==> config.mk <==
export PLATFORM = sky130hd
export DESIGN_NAME = funct_generator_ctrl_flat
export DESIGN_NICKNAME = d
export VERILOG_FILES = /design/src/rtl/funct_generator_ctrl_if.sv /design/src/rtl/funct_generator_ctrl.sv /design/src/flat_wrapper.sv
export SDC_FILE = /design/constraint.sdc
export NUM_CORES = 1
export LEC_CHECK = 0
export ABC_AREA = 1
export CAP_MARGIN = 20
export CORE_MARGIN = 3
export CORE_UTILIZATION = 54
export CTS_BUF_LIST = sky130_fd_sc_hd__clkbuf_16
export DETAILED_ROUTE_END_ITERATION = 7
export GPL_ROUTABILITY_DRIVEN = 0
export PLACE_DENSITY = 0.94
export SYNTH_ARGS = -nofsm -noshare
export SYNTH_HDL_FRONTEND = slang
export SYNTH_SLANG_ARGS = --single-unit
==> constraint.sdc <==
create_clock -name clk -period 1.9 [get_ports clk]
set_input_delay 0.19 -clock clk [delete_from_list [all_inputs] [get_ports clk]]
set_output_delay 0.19 -clock clk [all_outputs]
set_load 0.01 [all_outputs]
==> src/rtl/funct_generator_ctrl_if.sv <==
// Control/data bundle between the user-side controls and the function-generator
// controller. The controller takes the slave view; the stimulus side takes master.
interface funct_generator_ctrl_if #(
    parameter int NCH    = 2,
    parameter int ADDR_W = 8
);
    localparam int CH_W = (NCH > 1) ? $clog2(NCH) : 1;

    logic              en_low_i;
    logic              enh_conf_i;
    logic              oneshot_i;
    logic [ADDR_W-1:0] len_i;
    logic              cfg_wr_i;
    logic              cfg_we_o;
    logic [ADDR_W-1:0] cfg_addr_o;
    logic              clrh_addr_o;
    logic              enh_config_o;
    logic              enh_gen_o;
    logic              rd_valid_o;
    logic [ADDR_W-1:0] rd_addr_o;
    logic [CH_W-1:0]   rd_ch_o;
    logic              done_o;

    modport master (
        output en_low_i, enh_conf_i, oneshot_i, len_i, cfg_wr_i,
        input  cfg_we_o, cfg_addr_o, clrh_addr_o, enh_config_o, enh_gen_o,
               rd_valid_o, rd_addr_o, rd_ch_o, done_o
    );

    modport slave (
        input  en_low_i, enh_conf_i, oneshot_i, len_i, cfg_wr_i,
        output cfg_we_o, cfg_addr_o, clrh_addr_o, enh_config_o, enh_gen_o,
               rd_valid_o, rd_addr_o, rd_ch_o, done_o
    );
endinterface

==> src/rtl/funct_generator_ctrl.sv <==
// Function-generator sequencer: sample-write configuration phase and NCH-way
// interleaved sample read-out, continuous or one-shot. All outputs registered.
module funct_generator_ctrl #(
    parameter int NCH    = 2,
    parameter int ADDR_W = 8,
    localparam int CH_W  = (NCH > 1) ? $clog2(NCH) : 1
) (
    input  logic                  clk,
    input  logic                  rst,
    funct_generator_ctrl_if.slave bus
);
    typedef enum logic [1:0] {
        S_IDLE  = 2'd0,
        S_CONFI = 2'd1,
        S_GEN   = 2'd2,
        S_DONE  = 2'd3
    } state_e;

    localparam logic [CH_W-1:0] LAST_CH = CH_W'(NCH - 1);

    state_e            state_q, state_d;
    logic [ADDR_W-1:0] wptr_q, wptr_d;
    logic [ADDR_W-1:0] len_q, len_d;
    logic              mode_q, mode_d;
    logic              cfg_we_q, cfg_we_d;
    logic [ADDR_W-1:0] cfg_addr_q, cfg_addr_d;
    logic              clrh_q, clrh_d;
    logic              config_q, config_d;
    logic              gen_q, gen_d;
    logic              rd_valid_q, rd_valid_d;
    logic [ADDR_W-1:0] rd_addr_q, rd_addr_d;
    logic [CH_W-1:0]   rd_ch_q, rd_ch_d;
    logic              done_q, done_d;
    logic              final_rd;

    // NOTE: every always_comb target gets a default first so no path leaves it unassigned (no latch).
    always_comb begin
        state_d  = S_IDLE;
        final_rd = (state_q == S_GEN) && (rd_addr_q == len_q) && (rd_ch_q == LAST_CH);

        case (state_q)
            S_DONE: begin
                if (bus.enh_conf_i)     state_d = S_CONFI;
                else if (!bus.en_low_i) state_d = S_DONE;
                else                    state_d = S_IDLE;
            end
            S_GEN: begin
                if (bus.enh_conf_i)          state_d = S_CONFI;
                else if (mode_q && final_rd) state_d = S_DONE;
                else if (!bus.en_low_i)      state_d = S_GEN;
                else                         state_d = S_IDLE;
            end
            default: begin
                if (bus.enh_conf_i)     state_d = S_CONFI;
                else if (!bus.en_low_i) state_d = S_GEN;
                else                    state_d = S_IDLE;
            end
        endcase
    end

    // Moore outputs are derived from the next state so they appear at the entry edge.
    always_comb begin
        wptr_d     = wptr_q;
        len_d      = len_q;
        mode_d     = mode_q;
        cfg_we_d   = 1'b0;
        cfg_addr_d = '0;
        rd_valid_d = 1'b0;
        rd_addr_d  = '0;
        rd_ch_d    = '0;
        clrh_d     = (state_d == S_IDLE) || (state_d == S_CONFI);
        config_d   = (state_d == S_CONFI);
        gen_d      = (state_d == S_GEN);
        done_d     = (state_d == S_DONE) && (state_q != S_DONE);

        if (state_d == S_CONFI) begin
            if (state_q != S_CONFI) begin
                wptr_d = '0;
            end else if (bus.cfg_wr_i) begin
                cfg_we_d   = 1'b1;
                cfg_addr_d = wptr_q;
                wptr_d     = wptr_q + ADDR_W'(1);
            end else begin
                cfg_addr_d = wptr_q;
            end
        end

        if (state_d == S_GEN) begin
            rd_valid_d = 1'b1;
            if (state_q != S_GEN) begin
                len_d  = bus.len_i;
                mode_d = bus.oneshot_i;
            end else if (rd_ch_q == LAST_CH) begin
                rd_addr_d = (rd_addr_q == len_q) ? '0 : rd_addr_q + ADDR_W'(1);
            end else begin
                rd_addr_d = rd_addr_q;
                rd_ch_d   = rd_ch_q + CH_W'(1);
            end
        end
    end

    // NOTE: sequential state uses non-blocking assignments only, so every flop sees pre-edge values.
    always_ff @(posedge clk) begin
        if (rst) begin
            state_q    <= S_IDLE;
            wptr_q     <= '0;
            len_q      <= '0;
            mode_q     <= 1'b0;
            cfg_we_q   <= 1'b0;
            cfg_addr_q <= '0;
            clrh_q     <= 1'b1;
            config_q   <= 1'b0;
            gen_q      <= 1'b0;
            rd_valid_q <= 1'b0;
            rd_addr_q  <= '0;
            rd_ch_q    <= '0;
            done_q     <= 1'b0;
        end else begin
            state_q    <= state_d;
            wptr_q     <= wptr_d;
            len_q      <= len_d;
            mode_q     <= mode_d;
            cfg_we_q   <= cfg_we_d;
            cfg_addr_q <= cfg_addr_d;
            clrh_q     <= clrh_d;
            config_q   <= config_d;
            gen_q      <= gen_d;
            rd_valid_q <= rd_valid_d;
            rd_addr_q  <= rd_addr_d;
            rd_ch_q    <= rd_ch_d;
            done_q     <= done_d;
        end
    end

    assign bus.cfg_we_o     = cfg_we_q;
    assign bus.cfg_addr_o   = cfg_addr_q;
    assign bus.clrh_addr_o  = clrh_q;
    assign bus.enh_config_o = config_q;
    assign bus.enh_gen_o    = gen_q;
    assign bus.rd_valid_o   = rd_valid_q;
    assign bus.rd_addr_o    = rd_addr_q;
    assign bus.rd_ch_o      = rd_ch_q;
    assign bus.done_o       = done_q;
endmodule

==> src/flat_wrapper.sv <==
// flat-port wrapper written by rule: the top's interface ports become plain ports
module funct_generator_ctrl_flat 
#(
    parameter int NCH    = 2,
    parameter int ADDR_W = 8,
    localparam int CH_W  = (NCH > 1) ? $clog2(NCH) : 1
)
  (clk, rst, bus_en_low_i, bus_enh_conf_i, bus_oneshot_i, bus_len_i, bus_cfg_wr_i, bus_cfg_we_o, bus_cfg_addr_o, bus_clrh_addr_o, bus_enh_config_o, bus_enh_gen_o, bus_rd_valid_o, bus_rd_addr_o, bus_rd_ch_o, bus_done_o);
  funct_generator_ctrl_if #(.NCH(NCH), .ADDR_W(ADDR_W)) bus_i ();
  input  logic clk;
  input  logic rst;
  input wire logic [$bits(bus_i.en_low_i)-1:0] bus_en_low_i;
  input wire logic [$bits(bus_i.enh_conf_i)-1:0] bus_enh_conf_i;
  input wire logic [$bits(bus_i.oneshot_i)-1:0] bus_oneshot_i;
  input wire logic [$bits(bus_i.len_i)-1:0] bus_len_i;
  input wire logic [$bits(bus_i.cfg_wr_i)-1:0] bus_cfg_wr_i;
  output wire logic [$bits(bus_i.cfg_we_o)-1:0] bus_cfg_we_o;
  output wire logic [$bits(bus_i.cfg_addr_o)-1:0] bus_cfg_addr_o;
  output wire logic [$bits(bus_i.clrh_addr_o)-1:0] bus_clrh_addr_o;
  output wire logic [$bits(bus_i.enh_config_o)-1:0] bus_enh_config_o;
  output wire logic [$bits(bus_i.enh_gen_o)-1:0] bus_enh_gen_o;
  output wire logic [$bits(bus_i.rd_valid_o)-1:0] bus_rd_valid_o;
  output wire logic [$bits(bus_i.rd_addr_o)-1:0] bus_rd_addr_o;
  output wire logic [$bits(bus_i.rd_ch_o)-1:0] bus_rd_ch_o;
  output wire logic [$bits(bus_i.done_o)-1:0] bus_done_o;
  assign bus_i.en_low_i = bus_en_low_i;
  assign bus_i.enh_conf_i = bus_enh_conf_i;
  assign bus_i.oneshot_i = bus_oneshot_i;
  assign bus_i.len_i = bus_len_i;
  assign bus_i.cfg_wr_i = bus_cfg_wr_i;
  assign bus_cfg_we_o = bus_i.cfg_we_o;
  assign bus_cfg_addr_o = bus_i.cfg_addr_o;
  assign bus_clrh_addr_o = bus_i.clrh_addr_o;
  assign bus_enh_config_o = bus_i.enh_config_o;
  assign bus_enh_gen_o = bus_i.enh_gen_o;
  assign bus_rd_valid_o = bus_i.rd_valid_o;
  assign bus_rd_addr_o = bus_i.rd_addr_o;
  assign bus_rd_ch_o = bus_i.rd_ch_o;
  assign bus_done_o = bus_i.done_o;
  funct_generator_ctrl #(.NCH(NCH), .ADDR_W(ADDR_W)) u_core (.clk(clk), .rst(rst), .bus(bus_i));
endmodule
Word level (Yosys, flattened, before mapping)
Cells that the tools add are included.
{"block": "totals", "in_bits": 14, "romBits": 0, "latchBits": 0, "regBits": 42, "n_memories": 0, "mem_bits_rw": 0, "word_cells": 51, "out_inout_bits": 23}
{"block": "classes", "n_mul": 0, "div": 0, "n_shift": 0, "addsub": 3, "n_eq_ne": 9, "magnitude_cmp": 0, "mux": 12, "reduce_logical": 12, "bitwise_logic": 2}
{"op": "2-to-1 mux 8 bit", "n": 3}
{"op": "adder 8 x 1 -> 8 bit (second input constant)", "n": 2}
{"op": "2-to-1 mux 2 bit", "n": 6}
{"op": "== test 2 bit (second input constant)", "n": 4}
{"op": "== test 8 bit", "n": 1}
{"op": "OR reduction 3 bit", "n": 2}
{"op": "logical AND 1 bit", "n": 4}
{"op": "inequality test 2 bit (second input constant)", "n": 2}
{"op": "one-hot mux 2 bit (2 select lines)", "n": 1}
{"op": "AND reduction 2 bit", "n": 2}
{"op": "OR reduction 4 bit", "n": 1}
{"op": "== test 2 x 1 -> 1 bit (second input constant)", "n": 1}
{"op": "zero test 2 bit", "n": 1}
{"op": "2-to-1 mux 1 bit", "n": 2}
{"op": "inequality test 2 x 1 -> 1 bit (second input constant)", "n": 1}
{"op": "NOT 1 bit", "n": 2}
{"op": "nonzero test 2 bit", "n": 1}
{"op": "adder 1 bit (second input constant)", "n": 1}
{"op": "logical OR 1 bit", "n": 1}

Depth between registers and ports, before layout
Gate-level depths: netlist of the first run.
{"block": "depth", "word_depth": 10, "ltp_mapped": 11, "depth_no_buf": 11}

Least setup slack after synthesis of the first run
No wires, ideal clock.
{"block": "synth_path", "path_kind": "flip-flop to flip-flop", "start": "register u_core.rd_addr_q[0] (netlist: u_core.bus.rd_addr_o[0])", "end": "register u_core.rd_addr_q[4] (netlist: u_core.bus.rd_addr_o[4])", "t_arrival_ns": 1.243, "setup_time_ns": 0.064, "required_ns": 1.836, "setup_slack_ns": 0.593, "period_less_slack_ns": 1.307, "n_path_buf": 0, "path_stages_with_launch": 8, "path_cell_list": "dfxtp_1 ha_1 nand3_1 xor2_1 nand3b_1 o21ai_0 inv_1 nor2_1"}
{"block": "synth_between", "elab_chain_cells": 10, "word_cells_on_any_way": 12, "cone_classes": "1 x add/sub; 2 x eq/ne; 4 x mux; 1 x bitwise; 4 x reduce/logical"}
{"element": "start: declaration", "line": "funct_generator_ctrl.sv:31", "source": "logic [ADDR_W-1:0] rd_addr_q, rd_addr_d;"}
{"element": "start signal: assignment", "line": "funct_generator_ctrl.sv:129", "source": "rd_addr_q <= rd_addr_d;"}
{"element": "== test 8 bit", "line": "funct_generator_ctrl.sv:39, funct_generator_ctrl.sv:94"}
{"element": "logical AND 1 bit (2 in series)", "line": "funct_generator_ctrl.sv:39", "source": "final_rd = (state_q == S_GEN) && (rd_addr_q == len_q) && (rd_ch_q == LAST_CH);"}
{"element": "logical AND 1 bit", "line": "funct_generator_ctrl.sv:49", "source": "else if (mode_q && final_rd) state_d = S_DONE;"}
{"element": "2-to-1 mux 2 bit", "line": "funct_generator_ctrl.sv:49"}
{"element": "2-to-1 mux 2 bit", "line": "funct_generator_ctrl.sv:48", "source": "if (bus.enh_conf_i) state_d = S_CONFI;"}
{"element": "one-hot mux 2 bit (2 select lines)", "line": "funct_generator_ctrl.sv:41", "source": "case (state_q)"}
{"element": "== test 2 bit", "line": "funct_generator_ctrl.sv:88", "source": "if (state_d == S_GEN) begin"}
{"element": "NOT 1 bit (no source line)"}
{"element": "OR reduction 3 bit (no source line)"}
Parallel ways exist; a longest one is shown, timed or not.
A chain may end at the register's enable or synchronous reset.

Final worst setup path of the first run
{"block": "layout_path", "start": "register u_core.rd_addr_q[5] (netlist: u_core.bus.rd_addr_o[5])", "end": "register u_core.rd_addr_q[0] (netlist: u_core.bus.rd_addr_o[0])"}
{"block": "layout_between", "elab_chain_cells": 10, "word_cells_on_any_way": 11, "cone_classes": "2 x eq/ne; 4 x mux; 1 x bitwise; 4 x reduce/logical"}
{"element": "== test 8 bit *", "line": "funct_generator_ctrl.sv:39, funct_generator_ctrl.sv:94"}
{"element": "logical AND 1 bit (2 in series)", "line": "funct_generator_ctrl.sv:39"}
{"element": "logical AND 1 bit", "line": "funct_generator_ctrl.sv:49"}
{"element": "2-to-1 mux 2 bit", "line": "funct_generator_ctrl.sv:49"}
{"element": "2-to-1 mux 2 bit", "line": "funct_generator_ctrl.sv:48"}
{"element": "one-hot mux 2 bit (2 select lines)", "line": "funct_generator_ctrl.sv:41"}
{"element": "== test 2 bit", "line": "funct_generator_ctrl.sv:88"}
{"element": "NOT 1 bit (no source line)"}
{"element": "OR reduction 3 bit (no source line)"}
Mark *: on every way between the ends. The rest lies on a longest branch, timed or not.

==> results.toml, run 1 <==
[final_layout]
fillers = 231
drive_gt1_share_pct = 7.447
area_growth_pct = 30.20
instances_no_fill = 326
num_antenna_cells = 0
nets = 298

[setup_path]
max_stage_delay_ps = 360
crit_type = "reg2reg"
startpoint_type = "flop"
critPathArrivalTime_ps = 1710
timing.rr.end = "u_core.bus.rd_addr_o[0]"
crit_chain = "inv_2 > nand2_1 > nand2_1 > nand2_1 > nor2_1 > nand2_2 > nand3_1 > o21ai_0 > inv_1 > nor2_1"
path_max_fanout = 8
reg2reg_from = "u_core.bus.rd_addr_o[5]"
cp_slowest_cell = "dfxtp_1"
r2r_cells = 10
worst_setup_path_end_kind = "flop"
cp.required_ps = 2070
r2r_setup_slack_ps = 360
critical_path.most_common_cell = "nand2_1"

[synth]
syn_area_um2 = 1773
ys.flop_type = "dfxtp_1"
synth_cell_types = 29
seq_area_frac_synth_pct = 46.29
syn_nets = 259
synth_top_area_share_pct = 46.29
syn_avg_cell_area_um2 = 7.296
yosysWarnings = 0
synth_cells = 243
synth_edf_count = 0
synthTopCellsByArea = "dfxtp_1 (46%), nand2_1 (9.5%), nor2_1 (8.9%)"
synthMostInstantiatedCell = "nand2_1"
synth_common_cells = "nand2_1 (45), nor2_1 (42), dfxtp_1 (41)"
ys_ff_latch = 41
async_flop_share_pct = 0
synth.largest_area_cell = "dfxtp_1"

[clock_tree]
ctsRootBufferMaster = "clkbuf_16"
htree_levels = 2
clkSlewWorstSetupHoldPaths_ps = 50
cts-resized-gates = 0
hold_buffers = 0
cts_buffer_depth = 2
cts_buffers = 5
cts_setup_buffers = 0
cts_tree = "built"
numClockSinks = 41
insertion_delay_ps = 280

[global_route]
grt_overflow_total = 0
antenna_found_initial = 0
grt_pass1_vias = 1535
grtUsageTotal_pct = 22.41
grt_max_degree = 16
grt_pass1_wl_um = 7079

[hold_path]
whs_path_depth = 2
hp-start = "u_core.wptr_q[7]"
holdCritPathClass = "reg2reg"
hold-path-endpoint = "u_core.bus.cfg_addr_o[7]"

[floorplan]
dieArea_um2 = 4007
row_count = 20
io_pins = 37
die_h_um = 63.30
initial_core_util_pct = 57.14
core-area_um2 = 3103
fp.dieW_um = 63.30

[sta]
min_period_over_period_pct = 80.87
clock_skew_ps = 3.300
slew_viol_final = 0
relSlewSlack_pct = 76.42
setup-tns-final_ps = 0
tightest_slew_ps = 353.7
finalHoldViolCount = 0
fmax_ghz = 0.6508
rsz0062_at_grt = "no"
setup_viol = 0
period_minus_slack_ps = 1536

[route]
first_pass_iters = 4
vias = 1666
vias_per_cell = 5.110
wl_per_cell_um = 12.70
drt_iter0_drc = 161
drt-total-wl_um = 4140
postRouteAntennaNets = 0
drc = 0

[placement]
port_buffers = 36
place_inst = 319
place_hpwl_um = 2775

[pwr]
ir_drop_mv = 0.6475
p_leak_nw = 0.9172
powerDensity_nw_per_um2 = 789.6

[job]
drv_cap = 0

[outcome]
outcome = "complete, no violations"
-- state kept, by name (all words and copies together), names as in the netlist --
register	count
u_core.bus.cfg_addr_o	8
u_core.bus.rd_addr_o	8
u_core.len_q	8
u_core.wptr_q	8
u_core.state_q	2
u_core.bus.cfg_we_o	1
u_core.bus.clrh_addr_o	1
u_core.bus.done_o	1
u_core.bus.enh_config_o	1
u_core.bus.rd_ch_o	1
u_core.bus.rd_valid_o	1
u_core.mode_q	1
-- final cells by class --
type                            count  area, um^2  share of cell area (%)
Multi-Input combinational cell    158       782.0                   33.88
Timing Repair Buffer               37       367.9                   15.93
Tap cell                           44       55.05                   2.385
Clock inverter                      2       11.26                  0.4878
Clock buffer                        5       125.1                   5.420
Sequential cell                    41       820.8                   35.56
Inverter                           39       146.4                   6.341
-- power breakdown --
| part | switching, mW | internal, mW |
|---|---|---|
| clock network | 0.309 | 0.473 |
| logic | 0.0828 | 0.0611 |
| registers | 0.0138 | 0.882 |
| total | 0.406 | 1.42 |
-- metrics by stage --
stage / total power [mW] / cell area, um^2 / setup slack (ps) / hold slack (ps) / util, %
global route: 1.892 / 2308 / 301.0 / 502.4 / 74.40
CTS: 1.832 / 2308 / 392.1 / 454.9 / 74.40
finish: 1.823 / 2308 / 363.5 / 452.4 / 74.40
floorplan: 0.9941 / 1773 / 592.9 / 268.1 / -
detailed placement: 1.051 / 2172 / 282.6 / 450.9 / 70.00
global placement: 1.046 / 2172 / 338.3 / 442.5 / 70.00
-- layout by cell type, fill, tap and decap left out, types with 2 or more instances in the layout --
cell type and count:
a21oi_1 8, o21ai_0 14, ha_1 2, inv_2 3, xnor2_1 4, nand2_1 45
nor2_1 42, dfxtp_1 41, xor2_1 4, clkdlybuf4s50_1 36, nand4_1 3, nand3_2 2
nor2_2 3, clkbuf_16 5, nand2_2 2, nor3_1 6, inv_1 36, nand3b_1 2
nand3_1 12
-- worst max-delay path, delay by kind of cell (launching register included) --
kind                   cells  cell delay (ps)
AND/OR/NAND/NOR            7              750
flip-flops                 1              360
buffers and inverters      2              190
AO/OA/AOI/OAI              1              120
-- per-layer routing --
metal  vias to the layer above  global-route usage (%)  share of wire, %
met1                       748                   27.54                43
met4                         0                   9.164               1.9
met3                         9                   6.239               7.4
met2                        75                   36.89                48
li1                        834                       -                 -
met5                         -                       0                 0
-- cells by family (layout without fill, tap and decap cells) --
family                   after synthesis  count (layout)  share of synthesized area, %
AO/OA/AOI/OAI                         27              27                         8.187
XOR/XNOR                               8               8                         3.952
adder cells (fa/ha/maj)                2               2                         1.411
buffers and inverters                 44              83                         9.598
flip-flops                            41              41                         46.30
AND/OR/NAND/NOR                      121             121                         30.56
-- worst max-delay path by stage --
| stage | from | to | slack (ps) | cells past startpoint |
|---|---|---|---|---|
| floorplan | u_core.bus.rd_addr_o[0] | u_core.bus.rd_addr_o[4] | 590 | 7 |
| global placement | bus_enh_conf_i | u_core.len_q[5] | 340 | 5 |
| detailed placement | bus_enh_conf_i | u_core.len_q[1] | 280 | 5 |
| CTS | u_core.bus.rd_addr_o[3] | bus_rd_addr_o[3] | 390 | 1 |
| global route | u_core.bus.rd_addr_o[5] | u_core.bus.rd_addr_o[0] | 300 | 10 |
| finish | u_core.bus.rd_addr_o[5] | u_core.bus.rd_addr_o[0] | 360 | 10 |
(Power assumes the default switching activity.)
==> run 2, diff against run 1 <==
CORE_UTILIZATION = 45   (was 54)
PLACE_DENSITY = 0.85   (was 0.94)
clock period = 1.4 ns   (was 1.9 ns; I/O delays follow)
==> results.toml, run 2 (synthesis gave the netlist of run 1 again) <==
[sta]
fin_hold_ws_ps = 428.0
tightest_slew_ps = 331.3
worst_slack_ps = 56.52
finalHoldViolCount = 0
setup_viol = 0
min_period_over_period_pct = 95.96
rsz0062_at_grt = "yes"
fmax_ghz = 0.7443
slew_viol_final = 0
relSlewSlack_pct = 77.89
period_minus_slack_ps = 1343
clock_skew_ps = 4.714

[route]
drc = 0
vias_per_cell = 4.819
vias = 1682
wl_per_cell_um = 11.56
first_pass_iters = 5
postRouteAntennaNets = 0
drt-total-wl_um = 4033
drt_iter0_drc = 156

[setup_path]
worst_setup_path_end_kind = "output pin"
crit_type = "reg2out"
path_delay_family = "buffers and inverters"
cp.required_ps = 1260
cp_slowest_cell = "clkdlybuf4s50_1"
crit_chain = "clkdlybuf4s50_1"
max_stage_delay_ps = 540
critPathBufInv = 1
path_max_fanout = 6
critPathArrivalTime_ps = 1200
startpoint_type = "flop"

[final_layout]
area_growth_pct = 41.99
layout_common_cells = "nand2_1 (42), nor2_1 (38), inv_1 (34), dfxtp_1 (34), clkdlybuf4s50_1 (31)"
drive_gt1_share_pct = 18.94
final_util_pct = 67.74
instances_no_fill = 349
nets = 316
layout.cells.most_common = "nand2_1"
num_antenna_cells = 0

[placement]
place_hpwl_um = 2868
port_buffers = 36
place_inst = 339
dp_worst_setup_slack_ps = -63.35

[floorplan]
dieArea_um2 = 4729
core-area_um2 = 3716
fp.dieW_um = 68.77
die_h_um = 68.77
row_count = 22
initial_core_util_pct = 47.71
io_pins = 37

[global_route]
grt_pass1_vias = 1565
grt_overflow_total = 0
antenna_found_initial = 0
grt_pass1_wl_um = 6624
grt_max_degree = 14
grtUsageTotal_pct = 18.66

[clock_tree]
htree_levels = 2
clkSlewWorstSetupHoldPaths_ps = 60
cts_buffers = 5
cts_tree = "built"
numClockSinks = 41
ctsRootBufferMaster = "clkbuf_16"
insertion_delay_ps = 280
cts_buffer_depth = 2

[job]
drv_cap = 0

[hold_path]
holdCritPathClass = "in2reg"

[pwr]
p_leak_nw = 1.063
ir_drop_mv = 0.7548
powerDensity_nw_per_um2 = 1006

[outcome]
outcome = "complete, no violations"
run 2: cell types whose count changed in the layout (fill, tap and decap cells not counted), moves of 3 or more:
cell	previous run	this run
dfxtp_4	0	4
clkdlybuf4s50_1	36	31
dlygate4sd2_1	0	5
dfxtp_1	41	34
nand2_4	1	4
buf_4	1	18
nand2_1	45	42
dfxtp_2	0	3
nor2_1	42	38
run 2: cell type report:
| type | instances | area, um^2 |
|---|---|---|
| well taps | 48 | 60.06 |
| repair buffers | 54 | 489.2 |
| clock inverters | 3 | 16.27 |
| inverters | 39 | 146.4 |
| flip-flops and latches | 41 | 839.6 |
| multi-input cells | 159 | 840.8 |
| clock buffers | 5 | 125.1 |
| fillers | 295 | 1199 |
run 2: routing by layer:
metal	GRT usage (%)	share of wire (%)	wire length (um)
met4	6.326	1.9	75
met1	23.00	43	1742
met5	0	0	0
met2	30.99	49	1981
met3	5.511	5.8	234
run 2: stage by stage:
stage / TNS [ps] / area, um^2 / total power [mW]
final: 0 / 2517 / 2.533
after floorplan: 0 / 1773 / 1.349
after detailed placement: -248.6 / 2297 / 1.443
after CTS: 0 / 2439 / 2.542
after global placement: -7.995 / 2297 / 1.436
after global routing: -64.31 / 2517 / 2.639
run 2: worst paths after layout:
check                                                 to  cells past startpoint                     from  slack [ps]
worst max-delay path                    bus_rd_addr_o[0]                      1  u_core.bus.rd_addr_o[0]          60
worst min-delay path                 u_core.bus.cfg_we_o                      3             bus_cfg_wr_i         430
worst max register to register   u_core.bus.rd_addr_o[3]                     10  u_core.bus.rd_addr_o[5]          80
worst min register to register  u_core.bus.cfg_addr_o[7]                      2         u_core.wptr_q[7]         470
run 2: timing repair:
item                                    4_1_cts  5_1_grt
gates resized for setup                      10       22
hold endpoints to repair                      0        0
setup buffers                                 0        1
endpoints found under the setup margin        8       14
pin swaps                                     0        4
hold buffers                                  0        0
cloned                                        0        1
run 2: where the power goes:
group          total (mW)  switching (mW)  internal, mW
combinational       0.229           0.124         0.105
sequential           1.21          0.0179          1.19
clock                1.10           0.444         0.654
total                2.53           0.585          1.95
==> run 3, diff against run 2 <==
HOLD_SLACK_MARGIN = 0.05   (was default)
==> results of run 3 <==
No change in the layout: final DEF, timing and power equal those of run 2.
